`src/rtl/player_motion_ctrl_if.sv`:
```
`default_nettype none
// ============================================================================
// game_pkg / player_motion_ctrl_if : shared game types and motion-engine bus
// Revision: 1.0
// ============================================================================
package game_pkg;
  typedef enum logic [1:0] {
    START       = 2'd0,
    GAME        = 2'd1,
    PLAYER1_WIN = 2'd2,
    PLAYER2_WIN = 2'd3
  } game_mode_t;

  typedef enum logic [2:0] {
    WAIT  = 3'd0,
    UP    = 3'd1,
    DOWN  = 3'd2,
    LEFT  = 3'd3,
    RIGHT = 3'd4
  } dir_t;
endpackage

interface player_motion_ctrl_if;
  import game_pkg::*;

  game_mode_t  mode;
  logic        key_up;
  logic        key_down;
  logic        key_left;
  logic        key_right;
  logic        trail_hit;
  logic [11:0] pos_x;
  logic [11:0] pos_y;
  dir_t        direction;
  logic        step_valid;
  logic        player1_collision;

  modport master (
    output mode, key_up, key_down, key_left, key_right, trail_hit,
    input  pos_x, pos_y, direction, step_valid, player1_collision
  );

  modport slave (
    input  mode, key_up, key_down, key_left, key_right, trail_hit,
    output pos_x, pos_y, direction, step_valid, player1_collision
  );
endinterface
`default_nettype wire

```
`src/rtl/player_motion_ctrl.sv`:
```
`default_nettype none
// ============================================================================
// player_motion_ctrl : steps the player head while in GAME, flags wall/trail hits
// Revision: 1.0
// ============================================================================
module player_motion_ctrl
  import game_pkg::*;
#(
  parameter logic [11:0] START_X   = 12'd100,
  parameter logic [11:0] START_Y   = 12'd384,
  parameter dir_t        START_DIR = RIGHT,
  parameter int          STEP_DIV  = 650_000,
  parameter logic [11:0] STEP      = 12'd1,
  parameter logic [11:0] X_MIN     = 12'd0,
  parameter logic [11:0] X_MAX     = 12'd1023,
  parameter logic [11:0] Y_MIN     = 12'd0,
  parameter logic [11:0] Y_MAX     = 12'd767
) (
  input  logic                 clk,
  input  logic                 rst_n,
  player_motion_ctrl_if.slave  bus
);

  localparam int                    TICK_W    = (STEP_DIV > 2) ? $clog2(STEP_DIV) : 1;
  localparam logic [TICK_W-1:0]     TICK_LAST = TICK_W'(STEP_DIV - 1);
  localparam logic signed [12:0]    STEP_S    = $signed({1'b0, STEP});

  typedef enum logic [1:0] {
    IDLE    = 2'd0,
    RUN     = 2'd1,
    CRASHED = 2'd2
  } state_t;

  state_t            state, next_state;
  logic [11:0]       pos_x, pos_y, next_x, next_y;
  dir_t              direction, next_dir;
  dir_t              pending, next_pend;
  logic [TICK_W-1:0] tick, next_tick;
  logic              step_valid, next_sv;
  logic              collision, next_coll;

  dir_t              key_sel, latched_pend, step_dir;
  logic signed [12:0] cand_x, cand_y;
  logic              out_of_bounds;

  function automatic dir_t opposite(input dir_t d);
    case (d)
      UP:      return DOWN;
      DOWN:    return UP;
      LEFT:    return RIGHT;
      RIGHT:   return LEFT;
      default: return WAIT;
    endcase
  endfunction

  // Key this clk counts toward a step taken on this same clk.
  always_comb begin
    key_sel = WAIT;
    if (bus.key_up)         key_sel = UP;
    else if (bus.key_down)  key_sel = DOWN;
    else if (bus.key_left)  key_sel = LEFT;
    else if (bus.key_right) key_sel = RIGHT;

    latched_pend = pending;
    if (key_sel != WAIT && key_sel != opposite(direction))
      latched_pend = key_sel;

    step_dir = (latched_pend != WAIT) ? latched_pend : direction;

    cand_x = $signed({1'b0, pos_x});
    cand_y = $signed({1'b0, pos_y});
    case (step_dir)
      UP:      cand_y = cand_y - STEP_S;
      DOWN:    cand_y = cand_y + STEP_S;
      LEFT:    cand_x = cand_x - STEP_S;
      RIGHT:   cand_x = cand_x + STEP_S;
      default: ;
    endcase

    out_of_bounds = (cand_x < $signed({1'b0, X_MIN})) || (cand_x > $signed({1'b0, X_MAX})) ||
                    (cand_y < $signed({1'b0, Y_MIN})) || (cand_y > $signed({1'b0, Y_MAX}));
  end

  always_comb begin
    next_state = state;
    next_x     = pos_x;
    next_y     = pos_y;
    next_dir   = direction;
    next_pend  = pending;
    next_tick  = tick;
    next_sv    = 1'b0;
    next_coll  = collision;

    case (state)
      IDLE: begin
        if (bus.mode == GAME) begin
          next_state = RUN;
          next_dir   = START_DIR;
          next_tick  = '0;
        end
      end

      RUN: begin
        if (bus.mode != GAME) begin
          next_state = IDLE;
          next_x     = START_X;
          next_y     = START_Y;
          next_dir   = WAIT;
          next_pend  = WAIT;
          next_tick  = '0;
          next_coll  = 1'b0;
        end else if (bus.trail_hit) begin
          // A trail hit beats a coincident step: the head does not move.
          next_state = CRASHED;
          next_coll  = 1'b1;
        end else if (tick == TICK_LAST) begin
          next_tick = '0;
          next_pend = WAIT;
          if (out_of_bounds) begin
            next_state = CRASHED;
            next_coll  = 1'b1;
          end else begin
            next_x   = cand_x[11:0];
            next_y   = cand_y[11:0];
            next_dir = step_dir;
            next_sv  = 1'b1;
          end
        end else begin
          next_pend = latched_pend;
          next_tick = tick + 1'b1;
        end
      end

      CRASHED: begin
        if (bus.mode != GAME) begin
          next_state = IDLE;
          next_x     = START_X;
          next_y     = START_Y;
          next_dir   = WAIT;
          next_pend  = WAIT;
          next_tick  = '0;
          next_coll  = 1'b0;
        end
      end

      default: next_state = IDLE;
    endcase
  end

  always_ff @(posedge clk or negedge rst_n) begin
    if (!rst_n) begin
      state      <= IDLE;
      pos_x      <= START_X;
      pos_y      <= START_Y;
      direction  <= WAIT;
      pending    <= WAIT;
      tick       <= '0;
      step_valid <= 1'b0;
      collision  <= 1'b0;
    end else begin
      state      <= next_state;
      pos_x      <= next_x;
      pos_y      <= next_y;
      direction  <= next_dir;
      pending    <= next_pend;
      tick       <= next_tick;
      step_valid <= next_sv;
      collision  <= next_coll;
    end
  end

  assign bus.pos_x             = pos_x;
  assign bus.pos_y             = pos_y;
  assign bus.direction         = direction;
  assign bus.step_valid        = step_valid;
  assign bus.player1_collision = collision;

endmodule
`default_nettype wire

```
`src/flat_wrapper.sv`:
```
// flat-port wrapper written by rule: the top's interface ports become plain ports
module player_motion_ctrl_flat import game_pkg::*;
#(
  parameter logic [11:0] START_X   = 12'd100,
  parameter logic [11:0] START_Y   = 12'd384,
  parameter dir_t        START_DIR = RIGHT,
  parameter int          STEP_DIV  = 650_000,
  parameter logic [11:0] STEP      = 12'd1,
  parameter logic [11:0] X_MIN     = 12'd0,
  parameter logic [11:0] X_MAX     = 12'd1023,
  parameter logic [11:0] Y_MIN     = 12'd0,
  parameter logic [11:0] Y_MAX     = 12'd767
)
  (clk, rst_n, bus_mode, bus_key_up, bus_key_down, bus_key_left, bus_key_right, bus_trail_hit, bus_pos_x, bus_pos_y, bus_direction, bus_step_valid, bus_player1_collision);
  player_motion_ctrl_if bus_i ();
  input  logic clk;
  input  logic rst_n;
  input wire logic [$bits(bus_i.mode)-1:0] bus_mode;
  input wire logic [$bits(bus_i.key_up)-1:0] bus_key_up;
  input wire logic [$bits(bus_i.key_down)-1:0] bus_key_down;
  input wire logic [$bits(bus_i.key_left)-1:0] bus_key_left;
  input wire logic [$bits(bus_i.key_right)-1:0] bus_key_right;
  input wire logic [$bits(bus_i.trail_hit)-1:0] bus_trail_hit;
  output wire logic [$bits(bus_i.pos_x)-1:0] bus_pos_x;
  output wire logic [$bits(bus_i.pos_y)-1:0] bus_pos_y;
  output wire logic [$bits(bus_i.direction)-1:0] bus_direction;
  output wire logic [$bits(bus_i.step_valid)-1:0] bus_step_valid;
  output wire logic [$bits(bus_i.player1_collision)-1:0] bus_player1_collision;
  assign bus_i.mode = bus_mode;
  assign bus_i.key_up = bus_key_up;
  assign bus_i.key_down = bus_key_down;
  assign bus_i.key_left = bus_key_left;
  assign bus_i.key_right = bus_key_right;
  assign bus_i.trail_hit = bus_trail_hit;
  assign bus_pos_x = bus_i.pos_x;
  assign bus_pos_y = bus_i.pos_y;
  assign bus_direction = bus_i.direction;
  assign bus_step_valid = bus_i.step_valid;
  assign bus_player1_collision = bus_i.player1_collision;
  player_motion_ctrl #(.START_X(START_X), .START_Y(START_Y), .START_DIR(START_DIR), .STEP_DIV(STEP_DIV), .STEP(STEP), .X_MIN(X_MIN), .X_MAX(X_MAX), .Y_MIN(Y_MIN), .Y_MAX(Y_MAX)) u_core (.clk(clk), .rst_n(rst_n), .bus(bus_i));
endmodule
```
`config.mk`:
```
export PLATFORM = sky130hd
export DESIGN_NAME = player_motion_ctrl_flat
export DESIGN_NICKNAME = d
export VERILOG_FILES = /design/src/rtl/player_motion_ctrl_if.sv /design/src/rtl/player_motion_ctrl.sv /design/src/flat_wrapper.sv
export SDC_FILE = /design/constraint.sdc
export NUM_CORES = 1
export LEC_CHECK = 0
export CAP_MARGIN = 5
export CORE_ASPECT_RATIO = 2
export CORE_UTILIZATION = 56
export CTS_BUF_LIST = sky130_fd_sc_hd__clkbuf_16
export DETAILED_ROUTE_END_ITERATION = 10
export GPL_TIMING_DRIVEN = 0
export PLACE_DENSITY = 0.78
export REMOVE_ABC_BUFFERS = 1
export SYNTH_ARGS = -nofsm -noshare
export SYNTH_HDL_FRONTEND = slang
export SYNTH_SLANG_ARGS = --single-unit
```
`constraint.sdc`:
```
create_clock -name clk -period 5.4 [get_ports clk]
set_clock_uncertainty 0.15 [all_clocks]
set_input_delay 0.54 -clock clk [delete_from_list [all_inputs] [get_ports clk]]
set_output_delay 0.54 -clock clk [all_outputs]
set_load 0.01 [all_outputs]
```
==> results of run 1 <==
[synth_stat cells, drive strengths merged, types with 3 or more instances]
library cell / n
dfrtp: 49
nor2: 44
a21oi: 38
nand2: 35
o21ai: 31
ha: 28
inv: 18
xor2: 18
and3: 15
a22o: 13
nor3: 13
xnor2: 12
o31ai: 11
nand3: 9
nand4: 8
a21o: 7
clkbuf: 6
o21a: 6
a211oi: 5
buf: 5
dfstp: 5
mux2: 5
nand2b: 5
nor2b: 5
or3: 4
a211o: 3
a221oi: 3
o2bb2ai: 3
[flip-flops by register name, summed over array words and instances, names as in the netlist]
signal	cells
u_core.bus.direction	3
u_core.bus.player1_collision	1
u_core.bus.pos_x	12
u_core.bus.pos_y	12
u_core.bus.step_valid	1
u_core.pending	3
u_core.state	2
u_core.tick	20
[worst max-delay path: cells and delay by family]
kind	cells	cell delay [ns]
buffers and inverters	2	0.84
AND/OR/NAND/NOR	4	0.86
AO/OA/AOI/OAI	9	2.26
XOR/XNOR	1	0.19
multiplexers	1	0.28
adder cells (fa/ha/maj)	1	0.27
[layer usage]
layer / up-vias / share of wire
li1: 1711 / -
met4: 0 / 0.034
met3: 28 / 0.028
met5: - / 0
met1: 1772 / 0.37
met2: 74 / 0.57
[cell families (layout without fill, tap and decap cells)]
kind of cell | Yosys count | after routing | synth area share
compound gates | 144 | 144 | 0.2551
xor+xnor | 30 | 30 | 0.06637
flops | 54 | 54 | 0.3429
mux | 7 | 7 | 0.02117
fa+ha+maj | 30 | 30 | 0.09861
buf+inv | 29 | 67 | 0.03160
simple gates | 149 | 149 | 0.1843
[layout make-up]
type | count | area (sq um) | area share
repair buffers | 41 | 430.4 | 0.09247
well taps | 90 | 112.6 | 0.02419
multi-input cells | 360 | 2542 | 0.5462
inverters | 18 | 67.56 | 0.01452
clock inverters | 3 | 18.77 | 0.004032
flip-flops and latches | 54 | 1358 | 0.2917
clock buffers | 5 | 125.1 | 0.02688
[where the power goes]
part | switching, mW | total [mW] | internal [mW]
registers | 0.0945 | 0.587 | 0.492
clock network | 0.154 | 0.325 | 0.171
logic | 1.05 | 1.89 | 0.838
[per-stage QoR]
step	cell area, sq um	instances	setup slack (ns)
2_1_floorplan	3901	432	0.6055
3_3_place_gp	4384	559	-1.107
3_5_place_dp	4407	560	-1.142
4_1_cts	4596	568	0.003870
5_1_grt	4654	571	0.005597
6_report	4654	571	0.1928
[path summary, 6_finish.rpt]
path,start,slack [ns],cells after the start,to
hold reg to reg,u_core.bus.pos_y[8]$_DFFE_PN1P_,0.35,2,u_core.bus.pos_y[8]$_DFFE_PN1P_
setup reg to reg,u_core.bus.direction[1]$_DFFE_PN0P_,0.57,17,u_core.bus.pos_x[0]$_DFFE_PN0P_
max in group asynchronous,rst_n,4.25,2,u_core.bus.pos_y[8]$_DFFE_PN1P_
hold / removal,rst_n,0.19,1,u_core.tick[2]$_DFFE_PN0P_
setup / recovery,bus_key_down,0.19,18,u_core.bus.pos_x[0]$_DFFE_PN0P_
min in group clk,u_core.bus.pos_y[8]$_DFFE_PN1P_,0.35,2,u_core.bus.pos_y[8]$_DFFE_PN1P_
[layout by cell type (no fill, tap or decap), drive strengths merged, types with 15 or more instances in the layout]
cell type / netlist / layout
a21oi: 38 / 38
and3: 15 / 15
clkdlybuf4s50: 0 / 35
dfrtp: 49 / 49
ha: 28 / 28
inv: 18 / 19
nand2: 35 / 35
nor2: 44 / 44
o21ai: 31 / 31
xor2: 18 / 18
[timing repair]
item	CTS	global route
setup buffers	0	3
pin swaps	1	2
resized for setup	13	4
setup endpoints to repair	31	26
==> impl_metrics.json, run 1 <==
{
  "end_kind": "flip-flop",
  "dieArea_sq_um": 7430,
  "place.gp.congestion": 0.9058,
  "coreArea_sq_um": 6887,
  "synth_area_leader_cell": "dfrtp_1",
  "diodes": 0,
  "cp_slowest_stage_delay_ns": 0.64,
  "relSlewSlack": 0.4327,
  "critPathKind": "primary input to flip-flop",
  "wl_per_cell_um": 17.09,
  "drtPass1Iterations": 5,
  "yosysSeqAreaShare": 0.3429,
  "antenna_found_initial": 0,
  "nets": 519,
  "ys_ff_latch": 54,
  "n_fill_cell": 593,
  "clockBufferDepth": 2,
  "arrival_ns": 5.25,
  "core.rowCount": 43,
  "worst_pin_slew_ns": 0.8478,
  "grt_pass1_wl_um": 15980,
  "path_max_fanout": 12,
  "drt_iter0_markers": 108,
  "path_clk_slew_ns": 0.07,
  "syn_to_final_growth_pct": 17.57,
  "cts_hold_buf": 0,
  "p_leak_nw": 2.007,
  "pin_count": 38,
  "setup_viol": 0,
  "grt_busiest_layer": "met2",
  "track_usage": 0.2839,
  "grt_setup_unrepaired": "false",
  "final_util": 0.6759,
  "synth-edff-count": 0,
  "whs_ns": 0.1863,
  "use_met2": 0.5183,
  "cellPowerDensity_nw_per_um2": 601.3,
  "synth_top_flop_cell": "dfrtp_1",
  "required_ns": 5.44,
  "worstSkewPairLatency_ns": 0.30,
  "grt_pass1_vias": 3561,
  "vias": 3585,
  "yosys.cell_types.count": 69,
  "vias_per_cell": 6.278,
  "drive_gt1_frac": 0.09148,
  "critPathSlowestCell": "clkdlybuf4s50_1",
  "period_minus_slack_ns": 5.207,
  "tns_ns": 0,
  "met1_usage": 0.2967,
  "worst_ir_drop_vdd_mv": 0.5189,
  "synthCells": 443,
  "fp.dieH_um": 120.9,
  "drc": 0,
  "timing.final.crit_share": 0.9643,
  "cts_root_buf": "clkbuf_16",
  "cp_cell_sequence": "clkdlybuf4s50_1 > nor2b_1 > o21ai_1 > o311ai_4 > o21ai_1 > and2_4 > ha_1 > a211o_1 > a21oi_1 > nand2_1 > a221oi_1 > xnor2_1 > a21oi_1 > a21oi_2 > o31ai_4 > buf_4 > and3_2 > mux2_2",
  "finalWirelength_um": 9760,
  "initial_core_util": 0.5749,
  "drv_slew": 0,
  "outcome": "completed",
  "cp-start-kind": "primary input",
  "hp-class": "primary input to async pin",
  "synth-async-reset-ratio": 1.000,
  "htreeDepth": 2,
  "die_w_um": 61.45,
  "antenna_left": 0,
  "numCtsBuffers": 5,
  "synth_area_leaders": "dfrtp_1 31%, ha_1 8.8%, a21oi_1 4.8%",
  "hpwl_um": 7397,
  "max_cap_violations": 0,
  "netlist.area_leader.share": 0.3097,
  "grt-ovfl-total": 0,
  "use_met3": 0.04264,
  "synth_area_per_cell_sq_um": 8.936,
  "grt_max_degree": 35,
  "cts_tree": "yes",
  "io_buffers": 37,
  "max_clock_freq_ghz": 0.1920,
  "hold_violations": 0,
  "yosys_warnings": 0,
  "cts_num_sinks": 54,
  "syn-cell-area_sq_um": 3959,
  "total_power_mw": 2.799
}
Note: power is estimated with default switching activity, not from simulation.
==> run 2, diff against run 1 <==
--- a/config.mk
+++ b/config.mk
@@ -11,6 +11,7 @@
 export CTS_BUF_LIST = sky130_fd_sc_hd__clkbuf_16
 export DETAILED_ROUTE_END_ITERATION = 10
 export GPL_TIMING_DRIVEN = 0
+export HOLD_SLACK_MARGIN = 0.03
 export PLACE_DENSITY = 0.78
 export REMOVE_ABC_BUFFERS = 1
 export SYNTH_ARGS = -nofsm -noshare
==> results of run 2 <==
No change in the layout: final DEF, timing and power equal those of run 1.
==> run 3, diff against run 2 <==
--- a/config.mk
+++ b/config.mk
@@ -7,12 +7,12 @@
 export LEC_CHECK = 0
 export CAP_MARGIN = 5
 export CORE_ASPECT_RATIO = 2
-export CORE_UTILIZATION = 56
+export CORE_MARGIN = 3
+export CORE_UTILIZATION = 25
 export CTS_BUF_LIST = sky130_fd_sc_hd__clkbuf_16
 export DETAILED_ROUTE_END_ITERATION = 10
 export GPL_TIMING_DRIVEN = 0
 export HOLD_SLACK_MARGIN = 0.03
-export PLACE_DENSITY = 0.78
 export REMOVE_ABC_BUFFERS = 1
 export SYNTH_ARGS = -nofsm -noshare
 export SYNTH_HDL_FRONTEND = slang
==> run 3 against run 2 <==
Against the previous run:
- design area grew 3.9%
- maximum frequency grew 1.6%
- die area grew 140%
- clock power grew 17%
- non-clock buffer count grew 3
- first-iteration DRC count grew 28%
- wire length grew 5.7%
- via count shrank 0.86%
- core utilization shrank 36 points
==> impl_metrics.json, run 3 (synthesized netlist as in run 1, its figures left out) <==
{
  "hp-class": "primary input to async pin",
  "grt_pass1_wl_um": 17750,
  "fin_ws_ns": 0.2741,
  "final_util": 0.3145,
  "grt_setup_unrepaired": "false",
  "max_cap_violations": 0,
  "swShare": 0.4559,
  "htreeDepth": 2,
  "track_usage": 0.1259,
  "critPathKind": "primary input to flip-flop",
  "worstSkewPairLatency_ns": 0.30,
  "antenna_left": 0,
  "wl_per_cell_um": 15.13,
  "fp.dieH_um": 184.0,
  "worst_ir_drop_vdd_mv": 0.3924,
  "io_buffers": 37,
  "final_cell_mix": "49 x dfrtp_1, 42 x nor2_1, 36 x a21oi_1",
  "period_minus_slack_ns": 5.126,
  "pre_cts_slack_ns": -1.244,
  "combinationalPowerShare": 0.662,
  "cellPowerDensity_nw_per_um2": 595.4,
  "r2r_start": "u_core.bus.direction[1]$_DFFE_PN0P_",
  "worst_pin_slew_ns": 0.8492,
  "drtPass1Iterations": 4,
  "drc": 0,
  "setup_viol": 0,
  "pin_count": 38,
  "numCtsBuffers": 5,
  "p_int_mw": 1.566,
  "initial_core_util": 0.2575,
  "syn_to_final_growth_pct": 22.12,
  "cp-start-kind": "primary input",
  "clockPowerShare": 0.132,
  "finalWirelength_um": 10320,
  "met1_usage": 0.1404,
  "drt_iter0_markers": 138,
  "path_max_fanout": 12,
  "hold_violations": 0,
  "grt_pass1_vias": 3683,
  "dieArea_sq_um": 17470,
  "clockBufferDepth": 2,
  "relSlewSlack": 0.4318,
  "grt_busiest_layer": "met2",
  "p_switching_mw": 1.313,
  "antenna_found_initial": 0,
  "top_regs": "u_core.tick: 20 flops, u_core.bus.pos_x: 12 flops, u_core.bus.pos_y: 12 flops",
  "final_common_cell": "dfrtp_1",
  "cts_tree": "yes",
  "cts_root_buf": "clkbuf_16",
  "whs_ns": 0.07136,
  "grt_max_degree": 35,
  "use_met3": 0.01925,
  "vias": 3554,
  "drv_slew": 0,
  "grt-ovfl-total": 0,
  "place.gp.congestion": 0.8523,
  "core.rowCount": 64,
  "largest_register": "u_core.tick",
  "diodes": 0,
  "max_clock_freq_ghz": 0.1951,
  "outcome": "completed",
  "path_clk_slew_ns": 0.08,
  "vias_per_cell": 5.211,
  "p_leak_nw": 2.036,
  "largest_reg_flops": 20,
  "arrival_ns": 5.17,
  "die_w_um": 94.98,
  "required_ns": 5.44,
  "cts_hold_buf": 0,
  "drive_gt1_frac": 0.1012,
  "use_met2": 0.2294,
  "multi_input_area_sq_um": 2544,
  "crit_path_start": "bus_key_left",
  "coreArea_sq_um": 15370,
  "regArea_sq_um": 1358,
  "timing.final.crit_share": 0.9492,
  "nets": 522,
  "n_fill_cell": 1630,
  "hpwl_um": 7807,
  "end_kind": "flip-flop",
  "pwr-share-seq": 0.205,
  "cts_num_sinks": 54
}
==> run 3: through the flow <==
step / TNS [ns] / power [mW] / cells / instance area (sq um)
after floorplan: 0 / 1.914 / 432 / 3901
final: 0 / 2.879 / 682 / 4835
after global placement: -28.59 / 2.346 / 667 / 4519
after global routing: 0 / 3.130 / 682 / 4835
after detailed placement: -31.44 / 2.403 / 669 / 4546
after CTS: 0 / 2.837 / 679 / 4766
==> run 3: what timing repair did <==
action	4_1_cts	5_1_grt
pin swaps	1	1
resized for setup	11	8
endpoints found under the setup margin	31	30
buffers inserted	2	3
==> run 3: final cells by class <==
cell class | instances | area share
inverters | 18 | 0.01398
clock buffers | 5 | 0.02588
repair buffers | 44 | 0.09291
multi-input cells | 360 | 0.5261
flip-flops and latches | 54 | 0.2808
well taps | 198 | 0.05124
clock inverters | 3 | 0.009058
==> run 3: final timing paths <==
check | end | slack [ns] | depth (start not counted)
worst max-delay path | u_core.bus.pos_x[0]$_DFFE_PN0P_ | 0.27 | 20
worst min-delay path | u_core.bus.pos_y[10]$_DFFE_PN0P_ | 0.07 | 1
worst max register to register | u_core.bus.pos_x[0]$_DFFE_PN0P_ | 0.62 | 19
worst min register to register | u_core.bus.pos_y[8]$_DFFE_PN1P_ | 0.35 | 2
max in group asynchronous | u_core.bus.pos_y[7]$_DFFE_PN1P_ | 4.40 | 2
min in group clk | u_core.bus.pos_y[8]$_DFFE_PN1P_ | 0.35 | 2
==> run 3: worst max-delay path, cell delays in order <==
cell	delay (ns)
clkdlybuf4s50_1	0.62
nor2b_1	0.09
o31ai_2	0.31
o311a_1	0.28
nand2_1	0.11
and2_1	0.23
nor2_4	0.12
buf_12	0.14
ha_1	0.30
a21o_1	0.20
and3_1	0.18
a221o_1	0.29
o41ai_2	0.25
xor2_1	0.13
and3_1	0.20
o221ai_2	0.30
o31ai_4	0.08
buf_4	0.20
and3_2	0.30
mux2_2	0.29
==> run 3: power groups by stage <==
stage                     clock network, mW  registers (mW)  logic, mW
after floorplan                           0           0.599       1.31
final                                 0.381           0.591       1.91
after global placement                    0           0.594       1.75
after detailed placement                  0           0.597       1.81
after CTS                             0.393           0.592       1.85
after global routing                  0.404           0.606       2.12
==> run 3: per-layer routing <==
layer,vias up,routed length [um],part of all wire
met3,24,351,0.034
li1,1724,-,-
met2,78,5559,0.54
met5,-,0,0
met1,1728,4112,0.40
met4,0,292,0.028
